### src/rtl/ctrl_pkg.sv
// Shared types and encodings for the multi-cycle core control FSM.
package ctrl_pkg;

  localparam int unsigned OPCODE_W = 6;
  localparam int unsigned STATE_W  = 4;
  localparam int unsigned PCSRC_W  = 2;

  typedef enum logic [STATE_W-1:0] {
    FETCH     = 4'd0,
    DECODE    = 4'd1,
    EXEC_ALU  = 4'd2,
    EXEC_ADDR = 4'd3,
    EXEC_BR   = 4'd4,
    MEM_RD    = 4'd5,
    MEM_WR    = 4'd6,
    WB_ALU    = 4'd7,
    WB_MEM    = 4'd8,
    FAULT     = 4'd9
  } state_e;

  localparam logic [OPCODE_W-1:0] OP_ALU_IMM = 6'd4;
  localparam logic [OPCODE_W-1:0] OP_LW      = 6'd6;
  localparam logic [OPCODE_W-1:0] OP_SW      = 6'd7;
  localparam logic [OPCODE_W-1:0] OP_BGT     = 6'd8;
  localparam logic [OPCODE_W-1:0] OP_BLT     = 6'd9;
  localparam logic [OPCODE_W-1:0] OP_BEQ     = 6'd10;
  localparam logic [OPCODE_W-1:0] OP_BNE     = 6'd11;
  localparam logic [OPCODE_W-1:0] OP_JMP     = 6'd12;
  localparam logic [OPCODE_W-1:0] OP_CALL    = 6'd13;
  localparam logic [OPCODE_W-1:0] OP_RET     = 6'd14;

  localparam logic [PCSRC_W-1:0] PCSRC_NEXT   = 2'd0;
  localparam logic [PCSRC_W-1:0] PCSRC_JUMP   = 2'd1;
  localparam logic [PCSRC_W-1:0] PCSRC_BRANCH = 2'd2;
  localparam logic [PCSRC_W-1:0] PCSRC_RET    = 2'd3;

  function automatic logic is_alu(input logic [OPCODE_W-1:0] op);
    return op < OP_LW;
  endfunction

  function automatic logic is_alu_imm(input logic [OPCODE_W-1:0] op);
    return (op >= OP_ALU_IMM) && (op < OP_LW);
  endfunction

  function automatic logic is_branch(input logic [OPCODE_W-1:0] op);
    return (op >= OP_BGT) && (op <= OP_BNE);
  endfunction

  // Condition evaluation on the flags of the compare done in EXEC_BR
  function automatic logic branch_taken(input logic [OPCODE_W-1:0] op,
                                        input logic carry, input logic zero);
    logic t;
    t = 1'b0;
    case (op)
      OP_BGT:  t = carry & ~zero;
      OP_BLT:  t = ~carry & ~zero;
      OP_BEQ:  t = zero;
      OP_BNE:  t = ~zero;
      default: t = 1'b0;
    endcase
    return t;
  endfunction

endpackage

### src/rtl/multicycle_ctrl_ret_stack.sv
// CALL/RET return-address stack: register array plus a wrapping pointer and an
// occupancy count that provides full/empty.
module ret_stack #(
  parameter int unsigned ADDR_W   = 16,
  parameter int unsigned RS_DEPTH = 8
) (
  input  logic              clk,
  input  logic              reset_n,
  input  logic              push,
  input  logic              pop,
  input  logic [ADDR_W-1:0] din,
  output logic [ADDR_W-1:0] top,
  output logic              full,
  output logic              empty
);

  localparam int unsigned PTR_W = $clog2(RS_DEPTH);
  localparam int unsigned CNT_W = PTR_W + 1;

  logic [ADDR_W-1:0] mem_q [RS_DEPTH];
  logic [ADDR_W-1:0] mem_d [RS_DEPTH];
  logic [PTR_W-1:0]  sp_q, sp_d;
  logic [CNT_W-1:0]  cnt_q, cnt_d;

  assign top   = mem_q[sp_q - PTR_W'(1)];
  assign full  = (cnt_q == CNT_W'(RS_DEPTH));
  assign empty = (cnt_q == '0);

  // Pointer always wraps; the count saturates so full/empty stay meaningful
  always_comb begin
    mem_d = mem_q;
    sp_d  = sp_q;
    cnt_d = cnt_q;
    if (push) begin
      mem_d[sp_q] = din;
      sp_d        = sp_q + PTR_W'(1);
      if (!full) cnt_d = cnt_q + CNT_W'(1);
    end else if (pop) begin
      sp_d = sp_q - PTR_W'(1);
      if (!empty) cnt_d = cnt_q - CNT_W'(1);
    end
  end

  always_ff @(posedge clk or negedge reset_n) begin
    if (!reset_n) begin
      for (int i = 0; i < int'(RS_DEPTH); i++) mem_q[i] <= '0;
      sp_q  <= '0;
      cnt_q <= '0;
    end else begin
      mem_q <= mem_d;
      sp_q  <= sp_d;
      cnt_q <= cnt_d;
    end
  end

endmodule

### src/rtl/multicycle_ctrl.sv
// Main control FSM of the multi-cycle core (fetch/decode/execute/memory/write-back).
// Define CTRL_RS_GUARD_EN to trap return-stack overflow/underflow into FAULT.
module multicycle_ctrl
  import ctrl_pkg::*;
#(
  parameter int unsigned ADDR_W   = 16,
  parameter int unsigned RS_DEPTH = 8
) (
  input  logic                clk,
  input  logic                reset_n,
  input  logic [OPCODE_W-1:0] opcode,
  input  logic                carry,
  input  logic                zero,
  input  logic                mem_ready,
  input  logic [ADDR_W-1:0]   pc_in,
  output logic                pc_we,
  output logic                ir_we,
  output logic                rf_we,
  output logic                mem_rd,
  output logic                mem_wr,
  output logic                alu_src_imm,
  output logic                wb_sel,
  output logic [PCSRC_W-1:0]  pcsrc,
  output logic [ADDR_W-1:0]   ret_addr,
  output logic [STATE_W-1:0]  state,
  output logic                fault
);

  state_e state_q, state_d;
  logic   run_q, run_d;
  logic   fault_q, fault_d;
  logic   rs_push, rs_pop, rs_full, rs_empty;

  ret_stack #(.ADDR_W(ADDR_W), .RS_DEPTH(RS_DEPTH)) u_ret_stack (
    .clk     (clk),
    .reset_n (reset_n),
    .push    (rs_push),
    .pop     (rs_pop),
    .din     (pc_in),
    .top     (ret_addr),
    .full    (rs_full),
    .empty   (rs_empty)
  );

`ifndef CTRL_RS_GUARD_EN
  logic rs_flags_unused;
  assign rs_flags_unused = rs_full ^ rs_empty;
`endif

  assign state = state_q;
  assign fault = fault_q;

  // run_q holds off the first FETCH until the first edge after reset release
  always_comb begin
    state_d     = state_q;
    run_d       = 1'b1;
    pc_we       = 1'b0;
    ir_we       = 1'b0;
    rf_we       = 1'b0;
    mem_rd      = 1'b0;
    mem_wr      = 1'b0;
    alu_src_imm = 1'b0;
    wb_sel      = 1'b0;
    pcsrc       = PCSRC_NEXT;
    rs_push     = 1'b0;
    rs_pop      = 1'b0;
    if (!run_q) begin
      state_d = FETCH;
    end else begin
      case (state_q)
        FETCH: begin
          ir_we   = 1'b1;
          pc_we   = 1'b1;
          state_d = DECODE;
        end
        DECODE: begin
          if (is_alu(opcode)) begin
            state_d = EXEC_ALU;
          end else if ((opcode == OP_LW) || (opcode == OP_SW)) begin
            state_d = EXEC_ADDR;
          end else if (is_branch(opcode)) begin
            state_d = EXEC_BR;
          end else if (opcode == OP_JMP) begin
            pc_we   = 1'b1;
            pcsrc   = PCSRC_JUMP;
            state_d = FETCH;
          end else if (opcode == OP_CALL) begin
`ifdef CTRL_RS_GUARD_EN
            if (rs_full) begin
              state_d = FAULT;
            end else begin
              rs_push = 1'b1;
              pc_we   = 1'b1;
              pcsrc   = PCSRC_JUMP;
              state_d = FETCH;
            end
`else
            rs_push = 1'b1;
            pc_we   = 1'b1;
            pcsrc   = PCSRC_JUMP;
            state_d = FETCH;
`endif
          end else if (opcode == OP_RET) begin
`ifdef CTRL_RS_GUARD_EN
            if (rs_empty) begin
              state_d = FAULT;
            end else begin
              rs_pop  = 1'b1;
              pc_we   = 1'b1;
              pcsrc   = PCSRC_RET;
              state_d = FETCH;
            end
`else
            rs_pop  = 1'b1;
            pc_we   = 1'b1;
            pcsrc   = PCSRC_RET;
            state_d = FETCH;
`endif
          end else begin
            state_d = FAULT;
          end
        end
        EXEC_ALU: begin
          alu_src_imm = is_alu_imm(opcode);
          state_d     = WB_ALU;
        end
        WB_ALU: begin
          rf_we   = 1'b1;
          state_d = FETCH;
        end
        EXEC_ADDR: begin
          alu_src_imm = 1'b1;
          state_d     = (opcode == OP_LW) ? MEM_RD : MEM_WR;
        end
        MEM_RD: begin
          mem_rd = 1'b1;
          if (mem_ready) state_d = WB_MEM;
        end
        WB_MEM: begin
          rf_we   = 1'b1;
          wb_sel  = 1'b1;
          state_d = FETCH;
        end
        MEM_WR: begin
          mem_wr = 1'b1;
          if (mem_ready) state_d = FETCH;
        end
        EXEC_BR: begin
          if (branch_taken(opcode, carry, zero)) begin
            pc_we = 1'b1;
            pcsrc = PCSRC_BRANCH;
          end
          state_d = FETCH;
        end
        FAULT:   state_d = FAULT;
        default: state_d = FAULT;
      endcase
    end
    fault_d = fault_q | (state_d == FAULT);
  end

  always_ff @(posedge clk or negedge reset_n) begin
    if (!reset_n) begin
      state_q <= FETCH;
      run_q   <= 1'b0;
      fault_q <= 1'b0;
    end else begin
      state_q <= state_d;
      run_q   <= run_d;
      fault_q <= fault_d;
    end
  end

endmodule

### config.mk
export PLATFORM = sky130hd
export DESIGN_NAME = multicycle_ctrl
export DESIGN_NICKNAME = d
export VERILOG_FILES = /design/src/rtl/ctrl_pkg.sv /design/src/rtl/multicycle_ctrl_ret_stack.sv /design/src/rtl/multicycle_ctrl.sv
export SDC_FILE = /design/constraint.sdc
export NUM_CORES = 1
export LEC_CHECK = 0
export ABC_AREA = 1
export CORE_MARGIN = 5
export CORE_UTILIZATION = 58
export CTS_BUF_LIST = sky130_fd_sc_hd__clkbuf_8 sky130_fd_sc_hd__clkbuf_16
export DETAILED_ROUTE_END_ITERATION = 16
export DONT_BUFFER_PORTS = 1
export GPL_TIMING_DRIVEN = 0
export PLACE_DENSITY = 0.76
export SLEW_MARGIN = 0
export SYNTH_ARGS = -nofsm -noshare
export SYNTH_HDL_FRONTEND = slang
export SYNTH_HIERARCHICAL = 1
export SYNTH_SLANG_ARGS = --single-unit
### constraint.sdc
create_clock -name clk -period 2.4 [get_ports clk]
set_clock_uncertainty 0.1 [all_clocks]
set_input_delay 0.24 -clock clk [delete_from_list [all_inputs] [get_ports clk]]
set_output_delay 0.24 -clock clk [all_outputs]
set_load 0.02 [all_outputs]
==> flow_results.org <==
** CTS
- CTS buffer count :: 17
- Clock latency at the later pin of the worst-skew pair :: 0.42 ns
- H-tree levels :: 4
- TritonCTS clock tree :: done
- The longest clock path from root to sink contains 2 buffers.
- Hold bufs inserted after CTS :: 18
- Clock-pin slew was measured on the worst setup and hold paths at 0.05 ns.
- Root Driver :: clkbuf_16
- The tree built by TritonCTS fans out to between 100 and 150 sinks.

** Global routing
- In this run the most used layer during global routing was met2.
- Wire length of the first global-routing pass :: around 29000 um
- Routing usage on met1 :: between 30% and 40%
- GRT Residual Overflow :: 0
- Global Route Usage Sum :: about 28%
- Entering global routing, the biggest net connects approximately 140 pins.
- Met2 Use GR :: between 40% and 50%
- Met3 GRT Util :: ~9%
- The number of antenna violations at the first check in global routing was 0.
- Number of global-route vias before repair :: 6102

** STA
- Tmin final :: 2.50 ns
- Smallest hold slack :: -0.586 ns
- The worst pin sits at a relative slew slack of between 50 and 60%.
- Total count of max-transition violations in the final report :: 0
- Static timing analysis puts the maximum clock frequency at between 300 and 400 MHz.
- For the pin with the worst max-slew slack, the measured transition is about 0.73 ns.
- Final-layout setup total negative slack :: -0.697 ns
- Setup repair after global routing could not meet its margin everywhere.
- The final-report hold violation count is around 140.
- Min setup slack post-route :: -0.104 ns
- Portion of the clock cycle consumed by the worst path in the final layout :: 104%
- Endpoints failing setup :: 16

** Worst setup path
- WP data required :: approximately 2 ns
- STA classifies the critical path endpoint as an output port.
- For the worst setup path, the data arrival time is between 2 and 2.5 ns.
- The critical path in this run is classified as flop to output port.
- Of all nets on the critical path, the largest fanout is 5.
- The worst setup path is launched from a flop.

** Pwr
- Power consumption :: 7.37 mW
- Worst IR drop on VDD :: between 600 and 700 uV
- Leakage :: around 3.9 nW
- Pwr Density :: about 920 nW/um^2

** Placement
- Setup slack at placement :: -0.551 ns
- Placed cell area :: 6800 um^2
- At the end of routability-driven placement, the weighted congestion stood at between 0.8 and 0.9.
- Number of buffers inserted by port buffering :: 0
- After detailed placement, the design holds a cell count of approximately 1.0k.
- Placed wire-length estimate :: 12600 um

** Finish
- 0 antenna diodes ended up in the layout.
- FF/Latch Area :: 3430 um^2
- Summing all non-filler instances in the final layout gives an area of between 8000 and 9000 um^2.
- Number of nets at the end of the flow :: between 900 and 1k
- Number of cells in the finished layout apart from fillers :: approximately 1.1k
- Counting the fill cells in the layout gives 860.
- From synthesis to final layout, the design area changed by 21.4%.
- In the final layout, the multi-input gates occupy a little under 3000 um^2.
- The post-route netlist has between 10% and 20% of its cells at a drive strength greater than 1.

** Routing
- Remaining antenna violation count after routing :: 0
- Length of the first detailed-routing pass in iterations :: 7
- Dividing the detail-routed wire length by the instance count gives ~17 um.
- Number of vias per cell :: between 5 and 6
- Via total after detailed routing :: 6238
- Final Routed Wirelength :: approximately 19000 um
- For this run, design rule violations remaining after detail routing come to 0.
- 1st-iter DRT viols :: ~680

** Status
- The flow ran to the end, but the final reports show violations.
- Failing checks :: negative hold slack, negative setup slack

** Floorplanning
- Overall die height :: around 120 um
- The floorplan has 39 rows.
- Total Die Area :: about 14000 um^2
- The initial utilization of the core area, before any placement, comes to between 50% and 60%.
- In this run the count of I/O pins placed on the die edge is 57.
- The total area inside the core boundary comes to 11300 um^2.
- Chip Width :: 117 um

** Min path
- Worst hold path type :: input port to async pin

** Synth
- After technology mapping, the gate count stands at around 860.
- Counting every net in the synthesized netlist gives a little under 900.
- For this run, the number of Yosys warnings is 6.
- The average instance in the mapped netlist occupies 7.66 um^2.
- Summed instance area of the synthesized netlist :: 6620 um^2

** Job
- Number of max-capacitance violations reported :: 0
[per-layer routing]
layer / vias to the layer above / routed length (um)
met3: 57 / 1720
met2: 321 / 8980
li1: 2863 / -
met4: 0 / 607
met5: - / 0
met1: 2997 / 7350
[repair_timing]
| action | 4_1_cts | 5_1_grt |
|---|---|---|
| gates resized for setup | 96 | 50 |
| setup endpoints to repair | 144 | 128 |
| hold endpoints to repair | 156 | 137 |
| pin swaps | 45 | 38 |
| cloned | 3 | 0 |
| buffers inserted | 9 | 1 |
[flip-flops by register name, indices dropped and copies added, names as in the netlist]
register	count
run_q	1
state	4
u_ret_stack/sp_q	3
fault	1
u_ret_stack/mem_q	128
[final timing paths]
path | start | cells after the start | endpoint | slack, ns
hold reg to reg | u_ret_stack/mem_q[58] | 2 | u_ret_stack/mem_q[58] | 0.38
hold / removal | reset_n | 0 | state[3] | -0.59
max in group asynchronous | reset_n | 0 | u_ret_stack/mem_q[75] | 2.61
min in group clk | pc_in[10] | 2 | u_ret_stack/mem_q[74] | 0
setup reg to reg | state[2] | 9 | u_ret_stack/mem_q[19] | 0.21
setup / recovery | u_ret_stack/sp_q[0] | 12 | ret_addr[3] | -0.10
[per-stage QoR]
step	hold WS [ns]	util [%]
after floorplan	-0.156	-
after global placement	-0.149	60.1
after detailed placement	-0.148	60.1
after CTS	-0.591	70.1
after global routing	-0.603	71.0
final	-0.586	71.0
[area by class of cell]
class	instances	area share (%)
tap	143	2.23
sequential	137	42.7
inverter	59	2.91
buffer	46	3.75
timing repair buffer	30	3.83
clock inverter	10	1.54
clock buffer	22	6.15
multi-input combinational	621	36.9
[where the power goes]
part	switching (mW)	total (mW)	leakage (nW)	internal (mW)
Combinational	1.40	2.24	1.73	0.847
Clock	0.949	2.70	0.316	1.75
Sequential	0.0648	2.42	1.81	2.36
Total	2.41	7.37	3.85	4.96
[worst max-delay path: stages, from the launching register on]
cell and delay (ns):
dfrtp_1 0.37, buf_6 0.14, inv_8 0.03, buf_8 0.11
ha_4 0.30, inv_6 0.04, buf_8 0.14, buf_6 0.13
nor2_4 0.07, o21ai_1 0.07, nand2_1 0.14, nand2_2 0.09
nand2_4 0.10
[placed cells by master, fill, tap and decap left out, types with 2 or more instances in the layout]
master,n
clkbuf_2,5
inv_2,6
buf_8,4
bufinv_16,3
nor2_1,66
o211ai_1,16
o21ai_1,33
buf_2,21
nand2_1,291
dlygate4sd3_1,18
buf_4,12
nand2_4,11
o21ai_2,7
nor2_2,7
clkbuf_1,8
nor3_1,2
nand3_1,10
nand2_2,15
dfrtp_2,2
clkbuf_16,18
dfrtp_1,135
o21ai_0,138
buf_6,4
inv_1,54
clkbuf_8,6
clkinv_2,3
a31oi_1,2
a21oi_1,6
nor2_4,5
(Power assumes the default switching activity.)
